<file path="src/rtl/network_pkg.sv">
// Shared network types and constants for the classifier front end.
package network_pkg;

  // Classifier 5-tuple, network byte order within each field.
  typedef struct packed {
    logic [31:0] src_ip;
    logic [31:0] dst_ip;
    logic [15:0] src_port;
    logic [15:0] dst_port;
    logic [7:0]  protocol;
  } packet_s;

  localparam logic [15:0] ETHTYPE_IPV4 = 16'h0800;
  localparam logic [15:0] ETHTYPE_VLAN = 16'h8100;
  localparam logic [7:0]  PROTO_TCP    = 8'd6;
  localparam logic [7:0]  PROTO_UDP    = 8'd17;

  // Offset of the IPv4 header from frame start, untagged and single-tagged.
  localparam logic [10:0] L3_OFF      = 11'd14;
  localparam logic [10:0] L3_OFF_VLAN = 11'd18;

  typedef enum logic [1:0] {StEth, StIp, StL4, StDrain} parse_state_e;

endpackage

</file>
<file path="src/rtl/tuple_fifo.sv">
// Synchronous tuple FIFO. A push into a full FIFO is accepted when a pop happens in the
// same cycle; otherwise it is ignored and the caller accounts for the loss.
module tuple_fifo
  import network_pkg::*;
#(
  parameter int unsigned Depth = 8
) (
  input  logic                   clk,
  input  logic                   reset,
  input  logic                   push_i,
  input  logic                   pop_i,
  input  packet_s                wdata_i,
  output packet_s                rdata_o,
  output logic                   full_o,
  output logic                   empty_o,
  output logic [$clog2(Depth):0] count_o
);

  localparam int unsigned AW = $clog2(Depth);

  packet_s       mem_q [Depth];
  logic [AW-1:0] wr_ptr_q, rd_ptr_q;
  logic [AW:0]   count_q;
  logic          do_push, do_pop;

  assign empty_o = (count_q == '0);
  assign full_o  = (count_q == (AW+1)'(Depth));
  assign count_o = count_q;
  assign rdata_o = mem_q[rd_ptr_q];
  assign do_pop  = pop_i && !empty_o;
  assign do_push = push_i && (!full_o || do_pop);

  // Storage array, written at the tail.
  always_ff @(posedge clk) begin
    if (do_push) mem_q[wr_ptr_q] <= wdata_i;
  end

  // Pointer and occupancy bookkeeping.
  always_ff @(posedge clk) begin
    if (reset) begin
      wr_ptr_q <= '0;
      rd_ptr_q <= '0;
      count_q  <= '0;
    end else begin
      if (do_push) wr_ptr_q <= wr_ptr_q + AW'(1);
      if (do_pop)  rd_ptr_q <= rd_ptr_q + AW'(1);
      if (do_push && !do_pop)      count_q <= count_q + (AW+1)'(1);
      else if (!do_push && do_pop) count_q <= count_q - (AW+1)'(1);
    end
  end

endmodule

</file>
<file path="src/rtl/tuple_extractor.sv">
// Parses an Ethernet II / IPv4 / TCP-UDP byte stream into 5-tuples, buffers them and
// dispatches them to the classifier one pulse at a time. Define TUPLE_VLAN_EN to accept
// a single 802.1Q tag in front of the IPv4 ethertype.
module tuple_extractor
  import network_pkg::*;
#(
  parameter int unsigned FIFO_DEPTH = 8,
  parameter int unsigned CNT_W      = 16
) (
  input  logic                        clk,
  input  logic                        reset,
  input  logic [7:0]                  s_data,
  input  logic                        s_valid,
  input  logic                        s_last,
  output logic                        s_ready,
  input  logic                        cls_ready,
  output logic                        cls_valid,
  output logic [31:0]                 cls_src_ip,
  output logic [31:0]                 cls_dst_ip,
  output logic [15:0]                 cls_src_port,
  output logic [15:0]                 cls_dst_port,
  output logic [7:0]                  cls_protocol,
  output logic [$clog2(FIFO_DEPTH):0] fifo_count,
  output logic [CNT_W-1:0]            frames_ok,
  output logic [CNT_W-1:0]            frames_drop,
  output logic [CNT_W-1:0]            fifo_ovf
);

  parse_state_e state_q;
  logic [10:0]  cnt_q, cnt_inc, l3_off, ip_off, l4_off, tag_pos;
  logic         vlan_q, s_ready_q, push_q, cls_valid_q;
  logic [7:0]   type_hi_q, proto_q;
  logic [3:0]   ihl_q;
  logic [12:0]  frag_q;
  logic [31:0]  src_ip_q, dst_ip_q;
  logic [15:0]  src_port_q, dst_port_q, etype;
  packet_s      push_tuple_q, tuple_now, fifo_rdata, cls_tuple_q;
  logic         beat, l4_go, set_vlan, to_ip, to_l4, bad, done, drop_evt;
  logic         fifo_full, fifo_empty, pop;
  logic [CNT_W-1:0] ok_q, drop_q, ovf_q;

  assign beat    = s_valid && s_ready_q;
  assign cnt_inc = (cnt_q == 11'h7ff) ? cnt_q : cnt_q + 11'd1;
  assign l3_off  = vlan_q ? L3_OFF_VLAN : L3_OFF;
  assign tag_pos = vlan_q ? 11'd17 : 11'd13;
  assign ip_off  = cnt_q - l3_off;
  assign l4_off  = ip_off - {5'd0, ihl_q, 2'b00};
  assign etype   = {type_hi_q, s_data};
  assign l4_go   = ((proto_q == PROTO_TCP) || (proto_q == PROTO_UDP)) && (frag_q == '0);

`ifdef TUPLE_VLAN_EN
  // Only one tag is allowed; a second 0x8100 falls through to the drop path.
  assign set_vlan = (state_q == StEth) && (cnt_q == 11'd13) && !vlan_q && (etype == ETHTYPE_VLAN);
`else
  assign set_vlan = 1'b0;
`endif

  assign to_ip = (state_q == StEth) && (cnt_q == tag_pos) && (etype == ETHTYPE_IPV4);
  assign to_l4 = (state_q == StIp) && (ip_off == 11'd19) && l4_go;
  assign bad   = ((state_q == StEth) && (cnt_q == tag_pos) && !to_ip && !set_vlan) ||
                 ((state_q == StIp) && (ip_off == 11'd0) &&
                  ((s_data[7:4] != 4'd4) || (s_data[3:0] < 4'd5)));
  assign done  = ((state_q == StIp) && (ip_off == 11'd19) && !l4_go) ||
                 ((state_q == StL4) && (l4_off == 11'd3));
  assign drop_evt = beat && (bad || (s_last && !done && (state_q != StDrain)));

  // Tuple as it stands once the completing byte is folded in.
  always_comb begin
    tuple_now.src_ip   = src_ip_q;
    tuple_now.dst_ip   = dst_ip_q;
    tuple_now.src_port = src_port_q;
    tuple_now.dst_port = {dst_port_q[7:0], s_data};
    tuple_now.protocol = proto_q;
    if (state_q == StIp) begin
      tuple_now.dst_ip   = {dst_ip_q[23:0], s_data};
      tuple_now.src_port = '0;
      tuple_now.dst_port = '0;
    end
  end

  // Per-byte parser: frame offset, header field capture, state and hand-off to the FIFO.
  always_ff @(posedge clk) begin
    if (reset) begin
      state_q      <= StEth;
      cnt_q        <= '0;
      vlan_q       <= 1'b0;
      s_ready_q    <= 1'b0;
      type_hi_q    <= '0;
      ihl_q        <= '0;
      proto_q      <= '0;
      frag_q       <= '0;
      src_ip_q     <= '0;
      dst_ip_q     <= '0;
      src_port_q   <= '0;
      dst_port_q   <= '0;
      push_q       <= 1'b0;
      push_tuple_q <= '0;
    end else begin
      s_ready_q <= 1'b1;
      push_q    <= 1'b0;
      if (beat) begin
        cnt_q <= s_last ? '0 : cnt_inc;
        if ((state_q == StEth) && ((cnt_q == 11'd12) || (cnt_q == 11'd16))) type_hi_q <= s_data;
        if (state_q == StIp) begin
          if (ip_off == 11'd0) ihl_q <= s_data[3:0];
          if (ip_off == 11'd6) frag_q[12:8] <= s_data[4:0];
          if (ip_off == 11'd7) frag_q[7:0] <= s_data;
          if (ip_off == 11'd9) proto_q <= s_data;
          if ((ip_off >= 11'd12) && (ip_off <= 11'd15)) src_ip_q <= {src_ip_q[23:0], s_data};
          if ((ip_off >= 11'd16) && (ip_off <= 11'd19)) dst_ip_q <= {dst_ip_q[23:0], s_data};
        end
        if (state_q == StL4) begin
          if (l4_off <= 11'd1)      src_port_q <= {src_port_q[7:0], s_data};
          else if (l4_off <= 11'd3) dst_port_q <= {dst_port_q[7:0], s_data};
        end
        if (bad) begin
          state_q <= s_last ? StEth : StDrain;
        end else if (done) begin
          push_q       <= 1'b1;
          push_tuple_q <= tuple_now;
          state_q      <= s_last ? StEth : StDrain;
        end else if (s_last) begin
          state_q <= StEth;
        end else if (set_vlan) begin
          vlan_q <= 1'b1;
        end else if (to_ip) begin
          state_q <= StIp;
        end else if (to_l4) begin
          state_q <= StL4;
        end
        if (s_last) vlan_q <= 1'b0;
      end
    end
  end

  tuple_fifo #(
    .Depth(FIFO_DEPTH)
  ) u_fifo (
    .clk     (clk),
    .reset   (reset),
    .push_i  (push_q),
    .pop_i   (pop),
    .wdata_i (push_tuple_q),
    .rdata_o (fifo_rdata),
    .full_o  (fifo_full),
    .empty_o (fifo_empty),
    .count_o (fifo_count)
  );

  // Idle cycle after each pulse lets the classifier's registered ready fall first.
  assign pop = !fifo_empty && cls_ready && !cls_valid_q;

  // Dispatch: single-cycle valid with fields held until the next pulse.
  always_ff @(posedge clk) begin
    if (reset) begin
      cls_valid_q <= 1'b0;
      cls_tuple_q <= '0;
    end else begin
      cls_valid_q <= pop;
      if (pop) cls_tuple_q <= fifo_rdata;
    end
  end

  // Saturating statistics.
  always_ff @(posedge clk) begin
    if (reset) begin
      ok_q   <= '0;
      drop_q <= '0;
      ovf_q  <= '0;
    end else begin
      if (push_q && (!fifo_full || pop) && !(&ok_q)) ok_q <= ok_q + CNT_W'(1);
      if (push_q && fifo_full && !pop && !(&ovf_q))  ovf_q <= ovf_q + CNT_W'(1);
      if (drop_evt && !(&drop_q))                    drop_q <= drop_q + CNT_W'(1);
    end
  end

  assign s_ready      = s_ready_q;
  assign cls_valid    = cls_valid_q;
  assign cls_src_ip   = cls_tuple_q.src_ip;
  assign cls_dst_ip   = cls_tuple_q.dst_ip;
  assign cls_src_port = cls_tuple_q.src_port;
  assign cls_dst_port = cls_tuple_q.dst_port;
  assign cls_protocol = cls_tuple_q.protocol;
  assign frames_ok    = ok_q;
  assign frames_drop  = drop_q;
  assign fifo_ovf     = ovf_q;

endmodule

</file>
<file path="config.mk">
export PLATFORM = sky130hd
export DESIGN_NAME = tuple_extractor
export DESIGN_NICKNAME = d
export VERILOG_FILES = /design/src/rtl/network_pkg.sv /design/src/rtl/tuple_fifo.sv /design/src/rtl/tuple_extractor.sv
export SDC_FILE = /design/constraint.sdc
export NUM_CORES = 1
export LEC_CHECK = 0
export ABC_AREA = 1
export CAP_MARGIN = 20
export CORE_MARGIN = 5
export CORE_UTILIZATION = 41
export CTS_CLUSTER_DIAMETER = 60
export DETAILED_ROUTE_END_ITERATION = 8
export GPL_TIMING_DRIVEN = 0
export SYNTH_ARGS = -nofsm -noshare
export SYNTH_HDL_FRONTEND = slang
export SYNTH_SLANG_ARGS = --single-unit
</file>
<file path="constraint.sdc">
create_clock -name clk -period 6.4 [get_ports clk]
set_clock_uncertainty 0.15 [all_clocks]
set_input_delay 1.28 -clock clk [delete_from_list [all_inputs] [get_ports clk]]
set_output_delay 1.28 -clock clk [all_outputs]
set_load 0.02 [all_outputs]
</file>
==> results by group, run 1 <==
Clocking
  • Clk pin slew, worst setup/hold paths: 60 ps
  • Sink Count: 1235
  • Post-cts sizing count: 0
  • CTS Buf Count: about 130
  • Post-CTS Setup Bufs: 0
  • H-tree depth: 4
  • Clock root buffer: clkbuf_16
  • Clock Path Buffers: 3
  • Worst-skew pair later-pin latency: roughly 750 ps
  • Hold_buf cts: 0
  • CTS tree: yes

STA
  • Slew Limit Fails: 0
  • Unrepaired setup endpoints after global routing: no
  • Max Clk Rate: 0.205 GHz
  • Max_slew headroom: a little under a fifth
  • Crit share post-route: 76.2%
  • WHS: just under 300 ps
  • Worst Tran Pin Value: ~1200 ps
  • Setup ws final: 1530 ps
  • Final hold vios: 0
  • # setup viols final: 0
  • Crit path time final: a little under 5000 ps

Logic synthesis
  • Synthesized area per cell: 11.6 um^2
  • Synth area leaders: edfxtp_1, dfxtp_1, o21ai_0, a21oi_1, mux2i_1
  • Yosys cell types: 50
  • Mapped Cells: about 4.2k
  • Number of register bits inferred by synthesis: approximately 1.2k
  • Yosys top cell by area: edfxtp_1
  • Top FF cell, synth: edfxtp_1
  • Sequential share of the synthesized area: between 60% and 70%
  • Cell Area, Synth: 48700 um^2
  • Syn nets: between 4k and 5k
  • Ys async rst share: 0%
  • Ys Warns: 0
  • Number of synthesized flops with an enable pin: roughly 830
  • Post-synth top area share: 51.3%

Worst setup path
  • Critical path class: in2reg
  • R2R cell count: 14
  • CP Cell Sequence: clkdlybuf4s50_1, nand2_1, a31oi_2, clkbuf_2, inv_1, ha_1, inv_1, ha_1, and3_1, a211oi_1, nor2_1, nor2_1, nand2_1, o21ai_0, a21oi_1
  • Critical Path Fanout Max: 10
  • Max stage delay on crit path: around 800 ps
  • WP data arrival: between 5000 and 6000 ps
  • Crit end category: flop
  • Req. time, crit path: a little under 7000 ps
  • Worst path slowest cell: clkbuf_2
  • Crit start category: input port

Pwr
  • Switching share of power: about a third
  • Worst vdd ir: between 0.2 and 0.25 mV
  • LEAKAGE: 19.7 nW
  • Int Power: 14.8 mW
  • Comb pwr share: roughly a quarter
  • Psw: 7.11 mW
  • Power per cell area: between 300 and 400 nW/um^2
  • Reg power frac: about two fifths
  • Clock power share: 33.8%

Finish
  • Most frequent cells in the layout: edfxtp_1, o21ai_0, a21oi_1
  • Filler cell count: approximately 10k
  • Share of layout cells above drive strength 1: just under 8%
  • P&R area growth vs syn: 18.3%
  • Final Core Density: between 40 and 50%
  • Commonest non-fill, non-tap cell in the layout: edfxtp_1
  • Total Nets Final: approximately 4.6k

Floorplan
  • Die H: between 300 and 400 um
  • Die area: ~130000 um^2
  • Starting density of the core: roughly two fifths
  • Die width: 355 um
  • Core area: approximately 120000 um^2
  • Cell Rows: about 130
  • Ports: 171

Placement
  • Gpl congestion: slightly below 0.9
  • DPL Wire Length: between 90000 and 100000 um
  • IO buf count: about 170
  • Post-place setup slack: between 600 and 700 ps

Drt
  • Routed len/inst: between 20 and 25 um
  • Total number of vias: 33.8k
  • Initial detailed-routing violation count: 3039
  • Final ANT Viol Nets: 0
  • DRT Wirelength: between 100000 and 150000 um
  • Drt pass-1 iters: 6
  • # DRC: 0
  • Via density: approximately 5.5

Flow run
  • MaxCap Viol Count: 0

Global route
  • Initial antenna violation count: 7
  • GR Overflow Total: 0
  • Pin count of the biggest net entering global routing: 28
  • Number of global-route vias before repair: ~32k
  • First-pass GRT wire length: around 210000 um
  • Total GRT Usage: roughly 22%

Outcome
  • Status: completed

Hold path
  • Cells on Worst Hold Path: 2
  • HP Class: reg2reg
-- Yosys cell counts, types with 3 or more instances --
cell type and n:
nand2_2 6, nor2_4 6, edfxtp_1 832, o211ai_1 105, buf_6 5, xor2_1 21
nor2_1 202, inv_1 400, nand3_1 138, a211oi_1 4, mux2i_1 208, o21ai_1 3
a21oi_1 543, o21ai_0 713, nor3b_1 4, clkbuf_1 188, nor3_1 32, o21bai_1 4
buf_1 21, buf_2 32, dfxtp_1 403, buf_4 14, nor2_2 6, nand4_1 27
nand2_1 179, ha_1 20, a211oi_2 32, nor4_1 7
-- path summary, 6_finish.rpt --
path,from,endpoint,slack (ps)
worst max-delay path,cls_ready,u_fifo.count_o[3]$_SDFFE_PP0P_,1530
worst min-delay path,dst_ip_q[30]$_SDFFE_PP0P_,dst_ip_q[30]$_SDFFE_PP0P_,300
worst max register to register,u_fifo.count_o[0]$_SDFFE_PP0P_,u_fifo.count_o[3]$_SDFFE_PP0P_,2120
worst min register to register,dst_ip_q[30]$_SDFFE_PP0P_,dst_ip_q[30]$_SDFFE_PP0P_,300
-- registers in the layout, summed over array words and instances, names as in the netlist, 2 cells and up --
name,flops
fifo_ovf,16
proto_q,8
src_ip_q,32
cls_dst_ip,32
src_port_q,16
push_tuple_q,104
cls_src_ip,32
u_fifo.wr_ptr_q,3
u_fifo.rd_ptr_q,3
cls_dst_port,16
u_fifo.mem_q,832
cls_src_port,16
state_q,2
cnt_q,11
u_fifo.count_o,4
frames_drop,16
type_hi_q,8
dst_ip_q,32
frag_q,13
frames_ok,16
dst_port_q,8
cls_protocol,8
ihl_q,4
-- per-layer routing --
| metal | GRT usage [%] | wire length, um | vias up |
|---|---|---|---|
| met5 | 0 | 0 | - |
| met2 | 34.7 | 65100 | 1288 |
| met1 | 29.8 | 60600 | 16476 |
| met4 | 7.88 | 4830 | 0 |
| met3 | 4.44 | 10200 | 239 |
| li1 | - | - | 15756 |
-- worst max-delay path, delay by kind of cell --
kind / cells / cell delay [ps]
AO/OA/AOI/OAI: 4 / 1160
adder cells (fa/ha/maj): 2 / 610
AND/OR/NAND/NOR: 5 / 530
buffers and inverters: 4 / 1740
-- per-stage QoR --
step	std cells	setup TNS [ps]	total power, mW	instance area, um^2
after floorplan	4187	-171260	12.1	48700
after global placement	5890	-3303570	14.6	52300
after detailed placement	5938	0	14.7	53400
after CTS	6182	0	22.1	57600
after global routing	6186	0	22.8	57600
final	6190	0	21.9	57600
-- power groups by stage --
stage	Clock (mW)	Sequential [mW]	Combinational, mW
2_1_floorplan	0	9.52	2.56
3_3_place_gp	0	9.19	5.37
3_5_place_dp	0	9.19	5.48
4_1_cts	7.52	9.03	5.51
5_1_grt	7.85	9.06	5.90
6_report	7.42	9.02	5.49
-- layout make-up --
type                            count  area [um^2]  area share [%]
Sequential cell                  1235        33100            57.4
Multi-Input combinational cell   2286        13100            22.7
Clock buffer                      185         3760            6.52
Timing Repair Buffer              217         2680            4.65
Tap cell                         1536         1920            3.34
Inverter                          405         1530            2.65
Buffer                            261         1110            1.93
Clock inverter                     59          464           0.806
Antenna cell                        6         15.0          0.0261
-- kinds of logic after synthesis --
kind of cell    synth area share [%]
flops                           67.9
fa+ha+maj                      0.596
simple gates                    5.83
compound gates                  15.6
xor+xnor                       0.396
buf+inv                         5.41
mux                             4.27
No activity file was read; power rests on OpenSTA's default activity.
==> run 2, diff against run 1 <==
==> constraint.sdc (replaced) <==
create_clock -name clk -period 4.7 [get_ports clk]
set_clock_uncertainty 0.15 [all_clocks]
set_input_delay 0.94 -clock clk [delete_from_list [all_inputs] [get_ports clk]]
set_output_delay 0.94 -clock clk [all_outputs]
set_load 0.02 [all_outputs]
==> run 2 against run 1 <==
Via count decreased by 0.32%. Register-to-register slack got worse by 1900 ps. Routed wire length decreased by 0.25%.
==> results by group, run 2 (same netlist as run 1, synthesis figures left out) <==
Worst setup path
  • Crit end category: flop (unchanged)
  • WP data arrival: 4880 ps (was 5350 ps)
  • R2R cell count: 10 (was 14)
  • CP Cell Sequence: clkbuf_1, buf_2, clkbuf_1, buf_8, clkbuf_1, a21oi_1, o21ai_0, o211ai_1, o21ai_0, a21oi_1 (was clkdlybuf4s50_1, nand2_1, a31oi_2, clkbuf_2, inv_1, ha_1, inv_1, ha_1, and3_1, a211oi_1, nor2_1, nor2_1, nand2_1, o21ai_0, a21oi_1)
  • Crit start category: flop (was input port)
  • Critical Path Fanout Max: 13 (was 10)
  • Most used cell, CP: clkbuf_1
  • Critical path class: reg2reg (was in2reg)
  • Max stage delay on crit path: 890 ps (was 800 ps)
  • Cell family with most CP delay: buffers and inverters (unchanged)
  • Worst path slowest cell: clkbuf_1 (was clkbuf_2)
  • Req. time, crit path: 5150 ps (was 6870 ps)
  • CP Depth: 10 (was 15)
  • Buffers and inverters on the worst path: 5 (was 4)

Placement
  • Placed cells: 5936 (was 5938)
  • Post-place setup slack: -16.8 ps (was 680 ps)
  • DPL Wire Length: 93800 um (was 94400 um)
  • IO buf count: 167 (unchanged)
  • Placed cell area: 53400 um^2 (about the same)
  • Gpl congestion: 0.886 (was 0.884)

Finish
  • Final Core Density: 49.0% (was 48.8%)
  • Total Nets Final: 4573 (unchanged)
  • Fin area: 57900 um^2 (was 57600 um^2)
  • Most frequent cells in the layout: edfxtp_1, o21ai_0, a21oi_1 (unchanged)
  • Share of layout cells above drive strength 1: 8.05% (was 7.94%)
  • Max reg flops: 832 (unchanged)
  • Largest regs: u_fifo.mem_q: 832 flops, push_tuple_q: 104 flops (unchanged)
  • Commonest non-fill, non-tap cell in the layout: edfxtp_1 (unchanged)
  • Final Non-Filler Cells: 6190 (unchanged)
  • P&R area growth vs syn: 18.8% (was 18.3%)
  • Largest Register: u_fifo.mem_q (unchanged)

Drt
  • Drt pass-1 iters: 8 (was 6)
  • Initial detailed-routing violation count: 3299 (was 3039)
  • DRT Wirelength: 140000 um (was 141000 um)
  • Via density: 5.44 (was 5.45)
  • Final ANT Viol Nets: 0 (unchanged)
  • Routed len/inst: 22.7 um (about the same)
  • Total number of vias: 33.7k (was 33.8k)
  • # DRC: 0 (unchanged)

Global route
  • Pin count of the biggest net entering global routing: 28 (unchanged)
  • Met3 usage: 4.42% (was 4.44%)
  • Met1 global-route usage: 29.5% (was 29.8%)
  • Grt peak-use layer: met2 (unchanged)
  • First-pass GRT wire length: 206000 um (was 207000 um)
  • Total GRT Usage: 21.7% (was 21.8%)
  • Number of global-route vias before repair: 32.1k (was 32.4k)
  • GR Overflow Total: 0 (unchanged)
  • Met2 usage: 35.3% (was 34.7%)
  • Initial antenna violation count: 9 (was 7)

STA
  • Unrepaired setup endpoints after global routing: no (unchanged)
  • Worst Tran Pin Value: 1200 ps (was 1220 ps)
  • # setup viols final: 0 (unchanged)
  • Setup ws final: 266 ps (was 1530 ps)
  • Max_slew headroom: 19.7% (was 18.4%)
  • Crit path time final: approximately 4400 ps
  • Slew Limit Fails: 0 (unchanged)
  • Final hold vios: 0 (unchanged)
  • Max Clk Rate: 0.226 GHz
  • Crit share post-route: 94.3%
  • Setup TNS: 0 ps (unchanged)

Clocking
  • Clock root buffer: clkbuf_16 (unchanged)
  • Post-cts sizing count: 0 (unchanged)
  • Post-CTS Setup Bufs: 0 (unchanged)
  • Clock Path Buffers: 3 (unchanged)
  • H-tree depth: 4 (unchanged)
  • CTS Buf Count: 134 (was 132)
  • Worst-skew pair later-pin latency: 750 ps (about the same)
  • Clk pin slew, worst setup/hold paths: 60 ps (about the same)
  • Sink Count: 1235 (unchanged)
  • CTS tree: yes (unchanged)
  • Hold_buf cts: 0 (unchanged)

Pwr
  • Worst vdd ir: 0.359 mV (was 0.210 mV)
  • Clock power share: 34.0% (was 33.8%)
  • Psw: 9.92 mW (was 7.11 mW)
  • LEAKAGE: 20.3 nW (was 19.7 nW)
  • Comb pwr share: 25.8% (was 25.0%)
  • Switching share of power: 32.4% (about the same)
  • Reg power frac: 40.2% (was 41.1%)
  • Power per cell area: 529 nW/um^2 (was 381 nW/um^2)
  • Int Power: 20.7 mW (was 14.8 mW)

Floorplan
  • Die width: 355 um (unchanged)
  • Core area: 118000 um^2 (unchanged)
  • Die H: 355 um (unchanged)
  • Die area: 126000 um^2 (unchanged)
  • Cell Rows: 126 (unchanged)
  • Starting density of the core: 41.3% (unchanged)
  • Ports: 171 (unchanged)

Outcome
  • Status: completed (unchanged)

Flow run
  • MaxCap Viol Count: 0 (unchanged)

Hold path
  • HP Class: reg2reg (unchanged)
  • Cells on Worst Hold Path: 2 (unchanged)
## run 2: cell count changes in the layout (fill, tap and decap cells not counted), sizes merged
cell / delta
clkbuf: +8
inv: -4
buf: -2
clkinv: -2
bufinv: +1
clkinvlp: -1
## run 2: layout make-up
| class | count | area [um^2] |
|---|---|---|
| inverters | 405 | 1530 |
| well taps | 1536 | 1920 |
| clock inverters | 53 | 554 |
| flip-flops and latches | 1235 | 33100 |
| repair buffers | 215 | 2710 |
| diodes | 6 | 15.0 |
| plain buffers | 261 | 1110 |
| clock buffers | 193 | 3880 |
| multi-input cells | 2286 | 13100 |
| fillers | 10252 | 60200 |
## run 2: path summary, 6_finish.rpt
check,end,slack [ps],from
max,cls_src_ip[17]$_SDFFE_PP0P_,270,u_fifo.rd_ptr_q[0]$_SDFFE_PP0P_
min,dst_ip_q[30]$_SDFFE_PP0P_,300,dst_ip_q[30]$_SDFFE_PP0P_
max reg2reg,cls_src_ip[17]$_SDFFE_PP0P_,270,u_fifo.rd_ptr_q[0]$_SDFFE_PP0P_
min reg2reg,dst_ip_q[30]$_SDFFE_PP0P_,300,dst_ip_q[30]$_SDFFE_PP0P_
## run 2: layer usage
layer | wire [um] | vias up
met3 | 10800 | 195
met2 | 65500 | 1254
met4 | 3680 | 0
met5 | 0 | -
met1 | 60500 | 16449
li1 | - | 15754
## run 2: power by group through the flow
| stage | registers (mW) | logic (mW) | clock network (mW) |
|---|---|---|---|
| finish | 12.3 | 7.89 | 10.4 |
| global route | 12.3 | 8.48 | 11.0 |
| CTS | 12.3 | 7.91 | 10.6 |
| detailed placement | 12.5 | 7.87 | 0 |
| global placement | 12.5 | 7.71 | 0 |
| floorplan | 13.0 | 3.82 | 0 |
## run 2: through the flow
step	total power [mW]	hold WS [ps]
floorplan	16.8	274
global placement	20.2	284
detailed placement	20.4	287
CTS	30.8	296
global route	31.8	319
finish	30.6	295
## run 2: tightest hold or removal path: stages (launching register included)
cell and delay, ps:
dfxtp_1 310, inv_1 50, a21oi_1 50
